--- config.mk ---
export PLATFORM = sky130hd
export DESIGN_NAME = period_stats_acq
export DESIGN_NICKNAME = d
export VERILOG_FILES = /design/src/rtl/period_stats_acq.sv
export SDC_FILE = /design/constraint.sdc
export NUM_CORES = 1
export LEC_CHECK = 0
export CAP_MARGIN = 20
export CORE_UTILIZATION = 55
export CTS_CLUSTER_SIZE = 10
export DETAILED_ROUTE_END_ITERATION = 10
export GPL_TIMING_DRIVEN = 1
export PLACE_DENSITY_LB_ADDON = 0.12
export SLEW_MARGIN = 20
export SYNTH_ARGS = -nofsm -noshare
export SYNTH_HDL_FRONTEND = slang
export SYNTH_SLANG_ARGS = --single-unit
--- constraint.sdc ---
create_clock -name clk -period 3.7 [get_ports clk]
set_input_delay 0.555 -clock clk [delete_from_list [all_inputs] [get_ports clk]]
set_output_delay 0.555 -clock clk [all_outputs]
set_load 0.01 [all_outputs]
--- src/rtl/period_stats_acq.sv ---
// Per-period statistics capture for the test-waveform sample stream.
// Publishes min/max/sum/count of each completed period with a one-cycle valid strobe.
module period_stats_acq #(
    parameter int DATA_W      = 8,
    parameter int MAX_SAMPLES = 256,
    parameter int CNT_W       = 9,
    parameter int SUM_W       = 16
) (
    input  logic              clk,
    input  logic              rst,
    input  logic              enable,
    input  logic              sample_clk,
    input  logic [DATA_W-1:0] sample_in,
    input  logic              new_period,
    output logic [DATA_W-1:0] per_min,
    output logic [DATA_W-1:0] per_max,
    output logic [SUM_W-1:0]  per_sum,
    output logic [CNT_W-1:0]  per_cnt,
    output logic              per_valid,
    output logic              overflow,
    output logic              busy
);

    typedef enum logic {
        IDLE = 1'b0,
        ACQ  = 1'b1
    } state_t;

    state_t            state_q;
    logic              sync1_q, sync2_q, sync3_q;
    logic [DATA_W-1:0] min_q, max_q;
    logic [SUM_W-1:0]  sum_q;
    logic [CNT_W-1:0]  cnt_q;
    logic [DATA_W-1:0] per_min_q, per_max_q;
    logic [SUM_W-1:0]  per_sum_q;
    logic [CNT_W-1:0]  per_cnt_q;
    logic              per_valid_q;
    logic              overflow_q;

    logic              take_d;
    logic              full_d;
    logic [SUM_W-1:0]  sample_ext_d;

    // One-clk strobe on the synchronized rising edge of the slow sample clock.
    assign take_d       = sync2_q & ~sync3_q;
    assign full_d       = (cnt_q == CNT_W'(MAX_SAMPLES));
    assign sample_ext_d = SUM_W'(sample_in);

    always_ff @(posedge clk or posedge rst) begin
        if (rst) begin
            state_q     <= IDLE;
            sync1_q     <= 1'b0;
            sync2_q     <= 1'b0;
            sync3_q     <= 1'b0;
            min_q       <= '0;
            max_q       <= '0;
            sum_q       <= '0;
            cnt_q       <= '0;
            per_min_q   <= '0;
            per_max_q   <= '0;
            per_sum_q   <= '0;
            per_cnt_q   <= '0;
            per_valid_q <= 1'b0;
            overflow_q  <= 1'b0;
        end else begin
            sync1_q     <= sample_clk;
            sync2_q     <= sync1_q;
            sync3_q     <= sync2_q;
            per_valid_q <= 1'b0;

            if (!enable) begin
                // Disable has priority over a coincident take and drops any partial period.
                state_q    <= IDLE;
                overflow_q <= 1'b0;
                min_q      <= '0;
                max_q      <= '0;
                sum_q      <= '0;
                cnt_q      <= '0;
            end else if (take_d) begin
                unique case (state_q)
                    IDLE: begin
                        if (new_period) begin
                            state_q <= ACQ;
                            min_q   <= sample_in;
                            max_q   <= sample_in;
                            sum_q   <= sample_ext_d;
                            cnt_q   <= CNT_W'(1);
                        end
                    end
                    ACQ: begin
                        if (new_period) begin
                            per_min_q   <= min_q;
                            per_max_q   <= max_q;
                            per_sum_q   <= sum_q;
                            per_cnt_q   <= cnt_q;
                            per_valid_q <= 1'b1;
                            min_q       <= sample_in;
                            max_q       <= sample_in;
                            sum_q       <= sample_ext_d;
                            cnt_q       <= CNT_W'(1);
                        end else if (full_d) begin
                            overflow_q <= 1'b1;
                            state_q    <= IDLE;
                            min_q      <= '0;
                            max_q      <= '0;
                            sum_q      <= '0;
                            cnt_q      <= '0;
                        end else begin
                            cnt_q <= cnt_q + CNT_W'(1);
                            sum_q <= sum_q + sample_ext_d;
                            if (sample_in < min_q) min_q <= sample_in;
                            if (sample_in > max_q) max_q <= sample_in;
                        end
                    end
                    default: state_q <= IDLE;
                endcase
            end
        end
    end

    assign per_min   = per_min_q;
    assign per_max   = per_max_q;
    assign per_sum   = per_sum_q;
    assign per_cnt   = per_cnt_q;
    assign per_valid = per_valid_q;
    assign overflow  = overflow_q;
    assign busy      = (state_q == ACQ);

endmodule

Word level (Yosys, flattened, before mapping). Index checks and enable logic that the tools add are counted.

Bits in registers: 88. Input bits: 13. Output and inout bits: 44. Word-level logic and storage cells: 73.

$add $sub $neg: 2. Magnitude comparators: 2. Equal/unequal tests: 8. Multiplexer cells: 39. Bitwise operators: 3. Reductions and logical operators: 5.

Operator list (number): $mux 8 (11); $mux 16 (5); $mux 9 (5); $pmux 16 s2 (1); $pmux 8 s2 (2); $pmux 9 s2 (1); $add 16x8->16 (1); $mux 1 (13); $ne 5x3->1 const B (2); $add 9x1->9 const B (1); $eq 9x9->1 const B (1); $gt 8x8->1 (1); $lt 8x8->1 (1); $reduce_and 4->1 (2); $ne 2x1->1 const B (3); $reduce_and 3->1 (2); $ne 3x3->1 const B (1); $ne 2x2->1 const B (1); $not 1->1 (2); $pmux 1 s2 (1); $reduce_and 2->1 (1); $and 1x1->1 (1).

Depth between registers and ports, before layout. Gate-level depths: netlist of run 1.

Word-level depth: 7. Depth in mapped cells: 9. Mapped depth without buffers: 9.

Least setup slack after synthesis of run 1. No wires, ideal clock.

Path kind: in2reg. Start: in sample_in[3]. End: reg sum_q[11]. Library setup time: 0.118 ns. Arrival: 2.025 ns. Required time: 3.582 ns. Path slack: 1.557 ns. Stages: 7. Path buffers: 0. Path through: ha_1 -> a21o_1 -> a21oi_1 -> a21oi_1 -> or2_2 -> a32o_1 -> a21o_1.

Longest elaborated chain between the ends: 6.

RTL lines: start: declaration (line 13) `input logic [DATA_W-1:0] sample_in,`; $add 16x8->16 (line 110) `sum_q <= sum_q + sample_ext_d;`; $mux 16 (line 101) `end else if (full_d) begin`; $mux 16 (line 91) `if (new_period) begin`; $pmux 16 s2 (line 80) `unique case (state_q)`; $mux 16 (line 79) `end else if (take_d) begin`; $mux 16 (line 71) `if (!enable) begin`; end signal: assignment (line 86) `sum_q <= sample_ext_d;`; end signal: assignment (line 99) `sum_q <= sample_ext_d;`; end signal: assignment (line 110); end: declaration (line 32) `logic [SUM_W-1:0] sum_q;`.

No other way between the ends. The select of a mux whose other input is x is not followed. A chain may end at the register's enable or synchronous reset.

Worst setup path after layout of run 1.
Start: in new_period. End: reg max_q[1].

Longest elaborated chain between the ends: 4. Elaborated cells on any way between the ends: 7. Classes of those cells: 2 x eq/ne; 4 x mux; 1 x reduce/logical.

RTL lines: start: declaration (line 14) `input logic new_period,`; $mux 8 (line 91); $pmux 8 s2 (line 80); $mux 8 (line 79); $mux 8 (line 71); end signal: assignment (line 85) `max_q <= sample_in;`; end signal: assignment (line 98) `max_q <= sample_in;`; end signal: assignment (line 112) `if (sample_in > max_q) max_q <= sample_in;`; end: declaration (line 31) `logic [DATA_W-1:0] min_q, max_q;`.

Several ways; a longest one is shown, not always the timed one. The select of a mux whose other input is x is not followed.

==> run_results.csv, run 1 <==
group,metric,value,unit
power,combPwrFrac,14.5,%
finish,antennaDiodeCount,0,
finish,syn2layout_area_growth,21.0,%
logic_synthesis,yosysTopAreaCell,"dfrtp_1",
place,gp_routability_congestion,0.854,
critical_path,r2r_cells,8,
die,row_count,32,
logic_synthesis,synth_nets,440,
logic_synthesis,synth_area,0.00441,mm^2
critical_path,crit_fanout,9,
clocking,cts_max_level,3,
critical_path,critPathKind,"in -> reg",
outcome,status,"completed",
min_path,min_path_type,"reg -> reg",
logic_synthesis,ys_seq_elements,88,
logic_synthesis,seq_area_frac_synth,49.9,%
critical_path,reg2reg_setup_slack,1.16,ns
die,ios,57,
sta,clock_skew,0.0156,ns
die,start_util,57.1,%
sta,slew_viol_final,0,
critical_path,required,3.95,ns
route,routedWlPerCell,15.4,um
place,hpwl,6490,um
clocking,clkTransAtPathRegs,0.09,ns
critical_path,r2r-start,"cnt_q[0]$_DFFE_PP0P_",
global_routing,met3_usage,3.85,%
critical_path,end_kind,"flop",
sta,tightest_slew,0.718,ns
logic_synthesis,synth.distinct_cells,56,
min_path,hold_path_end,"sync2_q$_DFF_PP0_",
finish,final_util,69.1,%
global_routing,busiest_layer,"met2",
power,switchingPower,0.543,mW
route,wirelength,8770,um
power,internal_power,1.54,mW
sta,finalHoldViolCount,0,
clocking,postCtsHoldBufs,0,
logic_synthesis,post_synth.cell_area_avg,11.0,um^2
logic_synthesis,synth_top_area_share,49.9,%
critical_path,reg2reg_to,"max_q[1]$_DFFE_PP0P_",
finish,layout_common_cells,"88 x dfrtp_1, 56 x clkdlybuf4s50_1, 37 x nand2_1",
clocking,worstSkewPairLatency,0.36,ns
critical_path,critPathArrivalTime,2.93,ns
die,dieArea,0.00839,mm^2
min_path,worstHoldPathCells,0,
logic_synthesis,ys_async_sr_fraction,100,%
logic_synthesis,postSynthCellCount,401,
route,first_pass_iters,4,
global_routing,grt_pass1_vias,3020,
place,placed_cells,555,
finish,drive_above_1_share,16.2,%
route,ant_nets,0,
critical_path,cp_cell_sequence,"clkdlybuf4s50_1, nand2b_1, a21oi_4, nand2_4, o41ai_2, a31o_1, mux2_4",
min_path,hp-start,"sync1_q$_DFF_PP0_",
global_routing,grt_pass1_wl,14700,um
sta,holdWs,0.362,ns
sta,timing.final.crit_share,72.6,%
global_routing,grt_usage,22.4,%
clocking,clockBufferDepth,2,
route,via_count,3135,
clocking,post_cts_resized,0,
power,p_per_area,390,mW/mm^2
critical_path,slowest_stage,"a31o_1",
logic_synthesis,synth_area_leaders,"dfrtp_1 50%, mux2_2 8.2%, ha_1 7.1%, o21ai_0 3.9%, nand2_1 3.2%",
sta,rsz0062_at_grt,"false",
clocking,cts_tree,"built",
finish,instances_no_fill,571,
die,fp.coreArea,0.00773,mm^2
critical_path,start_kind,"input port",
sta,layout_min_cycle_time,2.69,ns
power,ir_drop,0.000214,V
run,drv_cap,0,
route,drc,0,
global_routing,use_met1,31.6,%
power,pwr-share-clk,35.7,%
route,drtIter0Drc,106,
die,die_x,91.6,um
global_routing,grt_antenna_before_repair,0,
power,swShare,26.1,%
sta,fmaxAchievable,372,MHz
clocking,cts_setup_buffers,0,
logic_synthesis,synth_warnings,0,
global_routing,grt-ovfl-total,0,
logic_synthesis,synth-edff-count,0,
finish,layout_commonest_cell,"dfrtp_1",
power,leakage,2.52,nW
global_routing,grtUsageMet2,35.2,%
finish,num-nets-final,503,
die,fp.dieH,91.6,um
critical_path,slowest_delay,0.48,ns
power,p_total,2.08,mW
power,sequentialPowerShare,49.8,%
sta,finalSetupViolCount,0,
clocking,cts-root-buf,"clkbuf_8",
route,vias_per_cell,5.49,
clocking,cts_sinks,88,
place,port_buffers,56,
global_routing,grt_max_degree,49,
logic_synthesis,synthFlopType,"dfrtp_1",
sta,max_slew_margin,52.1,%
clocking,cts_inserted_buffers,9,
sta,tns,0,ns
-- worst max-delay path: cells and delay by family --
family / cells / cell delay (ns)
AO/OA/AOI/OAI: 3 / 1.10
AND/OR/NAND/NOR: 2 / 0.47
buffers and inverters: 1 / 0.45
multiplexers: 1 / 0.35
-- registers in the layout (all words and copies together) (netlist names) --
name       cells
min_q          8
per_min        8
per_sum       16
busy           1
per_cnt        9
sum_q         16
per_max        8
max_q          8
sync2_q        1
cnt_q          9
sync3_q        1
sync1_q        1
overflow       1
per_valid      1
-- routing by layer --
| metal | vias up | share of wire, % | routed length [um] |
|---|---|---|---|
| met5 | - | 0 | 0 |
| met4 | 0 | 1.3 | 116 |
| met3 | 12 | 3.4 | 302 |
| met2 | 51 | 47 | 4130 |
| met1 | 1523 | 48 | 4220 |
| li1 | 1549 | - | - |
-- power groups by stage --
stage | Sequential (mW) | Clock, mW | Combinational (mW)
after floorplan | 1.06 | 0 | 0.177
after CTS | 1.04 | 0.757 | 0.305
final | 1.04 | 0.744 | 0.302
after detailed placement | 1.06 | 0 | 0.303
after global placement | 1.05 | 0 | 0.295
after global routing | 1.04 | 0.792 | 0.337
-- metrics by stage --
stage / worst slack, ns / area [um^2]
floorplan: 0.866 / 4410
global placement: 0.721 / 5110
detailed placement: 0.653 / 5110
CTS: 1.04 / 5340
global route: 0.899 / 5340
finish: 1.01 / 5340
-- worst max-delay path by stage --
stage,from,end,depth (start not counted)
2_1_floorplan,rst,busy$_DFFE_PP0N_,1
3_3_place_gp,new_period,max_q[7]$_DFFE_PP0P_,7
3_5_place_dp,new_period,max_q[5]$_DFFE_PP0P_,7
4_1_cts,new_period,max_q[1]$_DFFE_PP0P_,7
5_1_grt,sample_in[0],sum_q[10]$_DFFE_PP0P_,10
6_report,new_period,max_q[1]$_DFFE_PP0P_,7
-- synth_stat cells, drive strengths merged (3+ instances only) --
| master | count |
|---|---|
| nor3 | 5 |
| and3 | 4 |
| clkbuf | 6 |
| nand2b | 6 |
| nand3 | 9 |
| nor2 | 20 |
| ha | 25 |
| o31ai | 4 |
| buf | 5 |
| o21ai | 37 |
| or3 | 3 |
| and2 | 9 |
| a21o | 6 |
| nand4 | 3 |
| dfrtp | 88 |
| nand2 | 39 |
| a31oi | 3 |
| a22oi | 4 |
| o21a | 4 |
| a21oi | 17 |
| mux2 | 40 |
| xor2 | 6 |
| inv | 26 |
-- final cells by class --
cell class	count	area (um^2)
Fill cell	582	2390
Clock buffer	9	124
Multi-Input combinational cell	276	2060
Timing Repair Buffer	63	626
Tap cell	102	128
Sequential cell	88	2200
Inverter	26	98.8
Clock inverter	7	98.8
-- cells by family after synthesis --
| logic type | after synthesis | synth area share [%] |
|---|---|---|
| buffers and inverters | 37 | 3.46 |
| xor gates and xnor gates | 8 | 1.59 |
| muxes | 40 | 10.9 |
| AOI/OAI and AO/OA | 93 | 13.6 |
| adders and majority gates | 26 | 7.54 |
| DFF | 88 | 49.9 |
| and+or+nand+nor | 109 | 13.0 |
No activity file was read; power rests on OpenSTA's default activity.
==> run 2, diff against run 1 <==
Settings changed: CORE_UTILIZATION 55 to 50.
Clock period 3.7 ns to 2.2 ns, I/O delays scaled along.
==> run_results.csv, run 2 (same netlist as run 1, synthesis figures left out) <==
group,metric,value,unit
finish,design_area,0.00573,mm^2
clocking,cts_tree,"built",
finish,fillers,649,
finish,antennaDiodeCount,0,
critical_path,critPathArrivalTime,2.35,ns
global_routing,grt_pass1_vias,3280,
power,leakage,2.77,nW
global_routing,grt_max_degree,89,
critical_path,reg2reg_setup_slack,0.11,ns
route,ant_nets,0,
sta,max_slew_margin,66.0,%
global_routing,grt_usage,23.0,%
die,dieArea,0.00921,mm^2
global_routing,grt_pass1_wl,15900,um
place,port_buffers,56,
die,start_util,52.6,%
min_path,min_path_type,"reg -> reg",
sta,holdWs,0.365,ns
clocking,clkTransAtPathRegs,0.08,ns
sta,clock_skew,0.00852,ns
finish,instances_no_fill,616,
place,placed_cells,600,
finish,multiInputGateArea,0.00211,mm^2
critical_path,reg2reg_to,"sum_q[11]$_DFFE_PP0P_",
finish,layout_commonest_cell,"dfrtp_1",
power,p_per_area,604,mW/mm^2
clocking,cts_sinks,88,
critical_path,start_kind,"input port",
die,ios,57,
critical_path,required,2.44,ns
critical_path,end_kind,"flop",
die,fp.coreArea,0.00838,mm^2
global_routing,grt_antenna_before_repair,0,
finish,layout_common_cells,"88 x dfrtp_1, 52 x clkdlybuf4s50_1, 47 x buf_4",
finish,syn2layout_area_growth,29.8,%
sta,timing.final.crit_share,96.0,%
die,fp.dieH,95.9,um
clocking,clockBufferDepth,2,
critical_path,crit_fanout,7,
route,drtIter0Drc,94,
global_routing,grt-ovfl-total,0,
sta,tns,0,ns
die,die_x,95.9,um
sta,finalSetupViolCount,0,
finish,num-nets-final,547,
min_path,hold_path_end,"sync2_q$_DFF_PP0_",
place,gp_routability_congestion,0.835,
route,wirelength,9530,um
route,first_pass_iters,4,
sta,layout_min_cycle_time,2.11,ns
clocking,postCtsHoldBufs,0,
clocking,worstSkewPairLatency,0.35,ns
finish,drive_above_1_share,25.2,%
min_path,worstHoldPathCells,0,
route,routedWlPerCell,15.5,um
route,via_count,3329,
sta,slew_viol_final,0,
power,ir_drop,0.000369,V
die,row_count,33,
sta,rsz0062_at_grt,"false",
critical_path,r2r-start,"cnt_q[1]$_DFFE_PP0P_",
sta,finalHoldViolCount,0,
place,placed_area,0.00546,mm^2
critical_path,critPathKind,"in -> reg",
route,drc,0,
run,drv_cap,0,
route,vias_per_cell,5.40,
place,hpwl,6930,um
sta,tightest_slew,0.511,ns
outcome,status,"completed",
min_path,hp-start,"sync1_q$_DFF_PP0_",
critical_path,r2r_cells,10,
clocking,cts_max_level,3,
clocking,cts-root-buf,"clkbuf_8",
power,p_total,3.46,mW
sta,fmaxAchievable,473,MHz
clocking,cts_inserted_buffers,9,
finish,ff_latch_area,0.00220,mm^2
==> run 2: changes by cell type in the layout (fill, tap and decap cells not counted), moves of 2 or more <==
cell,change
ha_2,+3
a21oi_2,+2
buf_4,+41
a21oi_1,-3
ha_1,-3
clkbuf_8,+2
o21ai_1,+2
buf_12,+2
dlymetal6s2s_1,+3
clkdlybuf4s50_1,-4
o21ai_0,-2
inv_6,-3
==> run 2: report_power, final <==
part | switching (mW) | leakage, nW | internal (mW) | total (mW)
Combinational | 0.288 | 1.47 | 0.300 | 0.588
Clock | 0.555 | 0.0973 | 0.573 | 1.13
Sequential | 0.0465 | 1.20 | 1.70 | 1.74
Total | 0.890 | 2.77 | 2.57 | 3.46
==> run 2: layout make-up <==
class / count / area share, %
Clock buffer: 11 / 2.64
Clock inverter: 3 / 0.743
Inverter: 26 / 1.77
Multi-Input combinational cell: 276 / 36.8
Sequential cell: 88 / 38.4
Tap cell: 105 / 2.29
Timing Repair Buffer: 107 / 17.3
==> run 2: timing repair <==
action / in CTS / in global routing
setup buffers: 0 / 2
gates resized for setup: 5 / 15
pin swaps: 4 / 3
setup endpoints to repair: 6 / 29
gates cloned: 0 / 0
==> run 2: worst max-delay path by stage <==
stage | start | endpoint | slack [ns]
3_5_place_dp | sample_in[1] | sum_q[12]$_DFFE_PP0P_ | -0.47
3_3_place_gp | sample_in[0] | sum_q[14]$_DFFE_PP0P_ | -0.41
2_1_floorplan | cnt_q[0]$_DFFE_PP0P_ | max_q[0]$_DFFE_PP0P_ | 0.13
4_1_cts | sample_in[0] | sum_q[14]$_DFFE_PP0P_ | 0.01
5_1_grt | cnt_q[1]$_DFFE_PP0P_ | sum_q[11]$_DFFE_PP0P_ | 0.001
6_report | sample_in[5] | sum_q[14]$_DFFE_PP0P_ | 0.09
==> run 2: layer usage <==
layer  up-vias  wire (um)  GRT usage [%]
li1       1632          -              -
met5         -          0              0
met2        59       4400           36.8
met4         0        116           6.97
met1      1628       4720           31.9
met3        10        289           4.34
==> run 2: metrics by stage <==
stage	setup WS [ns]	util, %
floorplan	0.134	-
global placement	-0.409	65.2
detailed placement	-0.475	65.2
CTS	0.00954	67.6
global route	0.00137	68.3
finish	0.0880	68.3
==> run 2: critical path, stage by stage <==
cell and delay, ns:
clkdlybuf4s50_1 0.55, ha_1 0.41, o211ai_1 0.16, a21oi_4 0.05, o41a_1 0.48, nand4_1 0.14, xor2_1 0.16, nor2_1 0.05
